===== src/rtl/indicator_scanner.sv =====
`default_nettype none
// ============================================================================
// Module      : indicator_scanner
// Description : Recovers the value shown on a multiplexed 4-digit,
//               7-segment display by snooping the digit-select and segment
//               lines. Each digit is captured once its select/pattern pair
//               has been stable for STABLE_CYCLES samples. A frame completes
//               once all four digits have been seen.
// Ports       : clk         - clock, rising edge
//               rst_n       - asynchronous active-low reset
//               digits      - one-hot digit select (4'b0000 = idle)
//               segments    - active-low segments, bit7 = DP, bits 6..0 = G..A
//               value       - last complete frame, nibble i = digit i code
//               frame_valid - one-cycle pulse when value updates
//               frame_error - value contains an invalid pattern / multi-hot
//               timeout     - one-cycle pulse when a partial frame is dropped
// Revision    : 1.0 - initial release
// ============================================================================
module indicator_scanner #(
    parameter int STABLE_CYCLES = 4,
    parameter int TIMEOUT       = 255
) (
    input  logic        clk,
    input  logic        rst_n,
    input  logic [3:0]  digits,
    input  logic [7:0]  segments,
    output logic [15:0] value,
    output logic        frame_valid,
    output logic        frame_error,
    output logic        timeout
);

    localparam logic [3:0] C_STABLE  = 4'(STABLE_CYCLES);
    localparam logic [7:0] C_TIMEOUT = 8'(TIMEOUT);

    // ------------------------------------------------------------------
    // Registers
    // ------------------------------------------------------------------
    logic [3:0]  samp_dig_q;     // input sample register
    logic [7:0]  samp_seg_q;
    logic [3:0]  prev_dig_q;     // previous sample, for stability compare
    logic [7:0]  prev_seg_q;
    logic [3:0]  stab_cnt_q, stab_cnt_d;
    logic [7:0]  tmo_cnt_q,  tmo_cnt_d;
    logic [3:0]  seen_q,     seen_d;
    logic        err_q,      err_d;
    logic [15:0] shadow_q,   shadow_d;
    logic [15:0] value_q,    value_d;
    logic        fv_q,       fv_d;
    logic        fe_q,       fe_d;
    logic        to_q,       to_d;

    // ------------------------------------------------------------------
    // Combinational helpers
    // ------------------------------------------------------------------
    logic        w_same;
    logic        w_capture;
    logic        w_idle;
    logic        w_onehot;
    logic [3:0]  w_code;
    logic        w_bad;
    logic        w_restart;
    logic [3:0]  w_base_seen;
    logic        w_base_err;
    logic [3:0]  w_new_seen;
    logic        w_new_err;

    // Segment decoder: returns {invalid, code}.
    function automatic logic [4:0] decode_seg(input logic [7:0] seg);
        logic [4:0] r;
        case (seg)
            8'hC0:   r = 5'h00;
            8'hF9:   r = 5'h01;
            8'hA4:   r = 5'h02;
            8'hB0:   r = 5'h03;
            8'h99:   r = 5'h04;
            8'h92:   r = 5'h05;
            8'h82:   r = 5'h06;
            8'hF8:   r = 5'h07;
            8'h80:   r = 5'h08;
            8'h90:   r = 5'h09;
            8'h00:   r = 5'h0A;   // lamp test, all segments lit
            default: r = 5'h1F;
        endcase
        return r;
    endfunction

    assign w_same   = (samp_dig_q == prev_dig_q) && (samp_seg_q == prev_seg_q);
    assign w_idle   = (samp_dig_q == 4'b0000);
    assign w_onehot = !w_idle && ((samp_dig_q & (samp_dig_q - 4'd1)) == 4'b0000);
    assign {w_bad, w_code} = decode_seg(samp_seg_q);

    // Stability counter saturates at C_STABLE; a change restarts it at 1.
    always_comb begin
        stab_cnt_d = 4'd1;
        if (w_same) begin
            stab_cnt_d = (stab_cnt_q == C_STABLE) ? stab_cnt_q : stab_cnt_q + 4'd1;
        end
    end

    // Capture only on the edge at which the count first reaches C_STABLE;
    // a saturated counter therefore never re-triggers.
    assign w_capture = (stab_cnt_d == C_STABLE) && (stab_cnt_q != C_STABLE);

    // A repeated digit before the mask is full starts a new frame.
    assign w_restart   = ((samp_dig_q & seen_q) != 4'b0000) && (seen_q != 4'b1111);
    assign w_base_seen = w_restart ? 4'b0000 : seen_q;
    assign w_base_err  = w_restart ? 1'b0    : err_q;
    assign w_new_seen  = w_base_seen | samp_dig_q;
    assign w_new_err   = w_base_err | w_bad;

    // ------------------------------------------------------------------
    // Frame assembly, completion and timeout
    // ------------------------------------------------------------------
    always_comb begin
        seen_d    = seen_q;
        err_d     = err_q;
        shadow_d  = shadow_q;
        value_d   = value_q;
        fe_d      = fe_q;
        fv_d      = 1'b0;
        to_d      = 1'b0;
        tmo_cnt_d = tmo_cnt_q;

        if (w_capture && w_onehot) begin
            for (int i = 0; i < 4; i++) begin
                if (samp_dig_q[i]) begin
                    shadow_d[4*i +: 4] = w_code;
                end
            end
            tmo_cnt_d = 8'd0;
            if (w_new_seen == 4'b1111) begin
                value_d = shadow_d;
                fe_d    = w_new_err;
                seen_d  = 4'b0000;
                err_d   = 1'b0;
                fv_d    = 1'b1;
            end else begin
                seen_d  = w_new_seen;
                err_d   = w_new_err;
            end
        end else begin
            // Multi-hot select: flag the frame, keep the mask as is.
            if (w_capture && !w_idle) begin
                err_d = 1'b1;
            end
            // Idle windows and multi-hot captures do not restart the
            // timeout; only one-hot captures do.
            if (seen_q != 4'b0000) begin
                if (tmo_cnt_q + 8'd1 == C_TIMEOUT) begin
                    seen_d    = 4'b0000;
                    err_d     = 1'b0;
                    to_d      = 1'b1;
                    tmo_cnt_d = 8'd0;
                end else begin
                    tmo_cnt_d = tmo_cnt_q + 8'd1;
                end
            end else begin
                tmo_cnt_d = 8'd0;
            end
        end
    end

    // ------------------------------------------------------------------
    // State registers
    // ------------------------------------------------------------------
    always_ff @(posedge clk or negedge rst_n) begin
        if (!rst_n) begin
            samp_dig_q <= 4'b0000;
            samp_seg_q <= 8'hFF;
            prev_dig_q <= 4'b0000;
            prev_seg_q <= 8'hFF;
            stab_cnt_q <= 4'd0;
            tmo_cnt_q  <= 8'd0;
            seen_q     <= 4'b0000;
            err_q      <= 1'b0;
            shadow_q   <= 16'h0000;
            value_q    <= 16'h0000;
            fv_q       <= 1'b0;
            fe_q       <= 1'b0;
            to_q       <= 1'b0;
        end else begin
            samp_dig_q <= digits;
            samp_seg_q <= segments;
            prev_dig_q <= samp_dig_q;
            prev_seg_q <= samp_seg_q;
            stab_cnt_q <= stab_cnt_d;
            tmo_cnt_q  <= tmo_cnt_d;
            seen_q     <= seen_d;
            err_q      <= err_d;
            shadow_q   <= shadow_d;
            value_q    <= value_d;
            fv_q       <= fv_d;
            fe_q       <= fe_d;
            to_q       <= to_d;
        end
    end

    assign value       = value_q;
    assign frame_valid = fv_q;
    assign frame_error = fe_q;
    assign timeout     = to_q;

endmodule
`default_nettype wire


===== config.mk =====
export PLATFORM = sky130hd
export DESIGN_NAME = indicator_scanner
export DESIGN_NICKNAME = d
export VERILOG_FILES = /design/src/rtl/indicator_scanner.sv
export SDC_FILE = /design/constraint.sdc
export NUM_CORES = 1
export LEC_CHECK = 0
export CAP_MARGIN = 25
export CELL_PAD_IN_SITES_DETAIL_PLACEMENT = 0
export CELL_PAD_IN_SITES_GLOBAL_PLACEMENT = 1
export CORE_UTILIZATION = 47
export CTS_BUF_LIST = sky130_fd_sc_hd__clkbuf_2
export DETAILED_ROUTE_END_ITERATION = 10
export GPL_TIMING_DRIVEN = 0
export HOLD_SLACK_MARGIN = 0.02
export PLACE_DENSITY = 0.86
export SYNTH_ARGS = -nofsm -noshare
export SYNTH_HDL_FRONTEND = slang
export SYNTH_SLANG_ARGS = --single-unit

===== constraint.sdc =====
create_clock -name clk -period 4.3 [get_ports clk]
set_input_delay 0.645 -clock clk [delete_from_list [all_inputs] [get_ports clk]]
set_output_delay 0.645 -clock clk [all_outputs]
set_load 0.005 [all_outputs]

==> flow_metrics.py <==
metrics = {
    "cts": {
        "ctsLongestPathBuffers": 2,
        "cts_resized": 0,
        "clock_latency_ns": 0.51,
        "cts_buffers": 9,
        "tritoncts": "yes",
        "postCtsHoldBufs": 0,
        "post_cts_buffers": 0,
        "clk_pin_slew_ns": 0.21,
        "htree_levels": 3,
        "cts.sinks": 76,
        "root_buffer": "clkbuf_2",
    },
    "detailed_routing": {
        "dr_total_vias": 2588,
        "drt_first_pass_iters": 4,
        "m1WireLength_um": 3300,
        "routed_wl_um": 7260,
        "drc": 0,
        "wl_met2_um": 3470,
        "met3_length_um": 322,
        "dr.first_iter.drc_count": 150,
        "routedWlPerCell_um": 15.4,
        "vias_per_cell": 5.48,
        "highest_layer": "met4",
        "ant_nets": 0,
    },
    "timing": {
        "rsz0062_at_grt": "no",
        "period_minus_slack_ns": 2.97,
        "worstMarginPinSlew_ns": 0.529,
        "setup_tns_ns": 0,
        "clock.fmax_mhz": 337,
        "clock-skew-final_ns": 0.0266,
        "setup_viol": 0,
        "relSlewSlack_pct": 64.8,
        "drv_slew": 0,
        "post-route-period-util_pct": 69.1,
        "finalHoldViolations": 0,
    },
    "yosys": {
        "syn-cell-area_sq_um": 3690,
        "syn_avg_cell_area_sq_um": 11.4,
        "ys_ff_latch": 76,
        "synth_cell_type_count": 57,
        "synth_area_leaders": "dfrtp_1 (41%), mux2_2 (13%), dfstp_2 (11%)",
        "synth_top_area_cell": "dfrtp_1",
        "synthCells": 323,
        "yosysWarnings": 0,
        "syn-num-nets": 341,
        "synth_edf_count": 0,
        "synthDominantCellAreaShare_pct": 40.7,
        "synth_flop_cell": "dfrtp_1",
        "ys_async_sr_fraction_pct": 100,
        "yosysSeqAreaShare_pct": 52.1,
    },
    "place": {
        "dp.cells": 455,
        "gp_congestion": 0.838,
        "port_buffers": 32,
        "post-dp-hpwl_um": 5140,
    },
    "final_layout": {
        "drive_above_1_share_pct": 25.7,
        "diodes": 0,
        "nFillCells": 638,
        "layout_common_cells": "dfrtp_1 (60), mux2_2 (42), clkdlybuf4s50_1 (31), nor2_1 (24), nand2_1 (20)",
        "mostFrequentLayoutCell": "dfrtp_1",
        "stdcell_count": 472,
        "area_growth_pct": 16.8,
        "final_nets": 386,
    },
    "floorplanning": {
        "die-area_sq_um": 8210,
        "start_util_pct": 49.8,
        "core-area_sq_um": 7410,
        "die_x_um": 90.6,
        "io_pins": 33,
        "num_rows": 31,
        "fp.dieH_um": 90.6,
    },
    "global_routing": {
        "antenna_found_initial": 0,
        "grt_max_degree": 47,
        "grt_pass1_wl_um": 12400,
        "grt_usage_pct": 19.5,
        "grt_pass1_vias": 2544,
        "grt-ovfl-total": 0,
    },
    "pwr": {
        "power_density_nw_per_um2": 299,
        "p_int_mw": 0.970,
        "seq_power_share_pct": 57.6,
        "leakage_nw": 1.86,
        "p_switching_mw": 0.318,
        "clockPowerShare_pct": 34.8,
        "combPwrFrac_pct": 7.5,
        "peakVddDrop_mv": 0.202,
        "swShare_pct": 24.7,
    },
    "outcome": {
        "outcome": "completed",
    },
    "job": {
        "maxCapViolCount": 0,
    },
    "critical_path": {
        "cpPeakStageDelay_ns": 0.58,
        "criticalPathCategory": "reg -> reg",
        "worstPathArrival_ns": 3.35,
        "path_buf_inv": 2,
        "crit_family": "simple AND/OR/NAND/NOR gates",
        "required_ns": 4.68,
        "startpoint_type": "register",
        "path_max_fanout": 10,
        "cp_slowest_cell": "dfstp_2",
        "end_kind": "register",
        "path_cells": "clkbuf_1 > xnor2_1 > nand4_1 > nand3b_1 > nor3_2 > buf_2 > mux2i_1 > o21ai_0",
        "ff2ff_setup_slack_ns": 1.33,
    },
    "worst_hold_path": {
        "hold_class": "reg -> reg",
    },
}
-- synthesized netlist by cell type (all sizes together) (7+ instances only) --
master	number
dfstp	16
nand2	20
inv	14
xnor2	8
nand3	11
nand4	7
o21ai	7
dfrtp	60
mux2	42
xor2	13
buf	12
nor3	8
a21oi	15
nor2	24
-- state kept, by name, indices dropped and copies added, names as in the netlist, 4 cells and up --
register / flops
samp_seg_q: 8
shadow_q: 16
seen_q: 4
prev_dig_q: 4
prev_seg_q: 8
samp_dig_q: 4
tmo_cnt_q: 8
value: 16
stab_cnt_q: 4
-- path summary, 6_finish.rpt --
check,start,end,depth (start not counted)
min in group asynchronous,rst_n,prev_dig_q[0],2
setup reg to reg,samp_seg_q[1],seen_q[2],8
hold reg to reg,samp_seg_q[3],prev_seg_q[3],0
hold / removal,samp_seg_q[3],prev_seg_q[3],0
max in group asynchronous,rst_n,shadow_q[1],3
setup / recovery,samp_seg_q[1],seen_q[2],8
-- final cells by class --
class | instances | area [sq um] | share of cell area, %
tap | 99 | 124 | 2.88
clock buffer | 10 | 50.0 | 1.16
sequential | 76 | 1920 | 44.6
inverter | 14 | 52.6 | 1.22
clock inverter | 6 | 88.8 | 2.06
timing repair buffer | 34 | 355 | 8.25
buffer | 16 | 88.8 | 2.06
multi-input combinational | 217 | 1630 | 37.7
-- per-stage QoR --
step / util, % / area [sq um] / power, mW / setup slack [ns] / hold WS, ns
after global routing: 58.1 / 4310 / 1.34 / 1.18 / 0.367
after global placement: 55.8 / 4130 / 0.848 / 0.0131 / 0.355
after detailed placement: 56.1 / 4160 / 0.852 / 1.43 / 0.356
final: 58.1 / 4310 / 1.29 / 1.33 / 0.368
after floorplan: - / 3690 / 0.808 / 1.93 / 0.349
after CTS: 58.0 / 4300 / 1.30 / 1.39 / 0.0225
-- metal layers --
metal / global-route usage, % / up-vias
li1: - / 1236
met1: 26.2 / 1267
met2: 30.6 / 69
met3: 3.62 / 16
met4: 8.87 / 0
met5: 0 / -
-- power groups by stage --
stage / Sequential, mW / Combinational (mW) / Clock (mW)
finish: 0.742 / 0.0972 / 0.449
global placement: 0.754 / 0.0934 / 0
floorplan: 0.752 / 0.0557 / 0
CTS: 0.743 / 0.0982 / 0.460
global route: 0.745 / 0.107 / 0.488
detailed placement: 0.755 / 0.0979 / 0
-- logic make-up (layout without fill, tap and decap cells) --
group	count (synthesis)	count (layout)	synth area share, %
AND/OR/NAND/NOR	104	104	15.8
flip-flops	76	76	52.1
AO/OA/AOI/OAI	45	45	8.62
multiplexers	43	43	13.1
buffers and inverters	30	80	3.83
XOR/XNOR	21	21	5.19
adder cells (fa/ha/maj)	4	4	1.36
(Power assumes the default switching activity.)
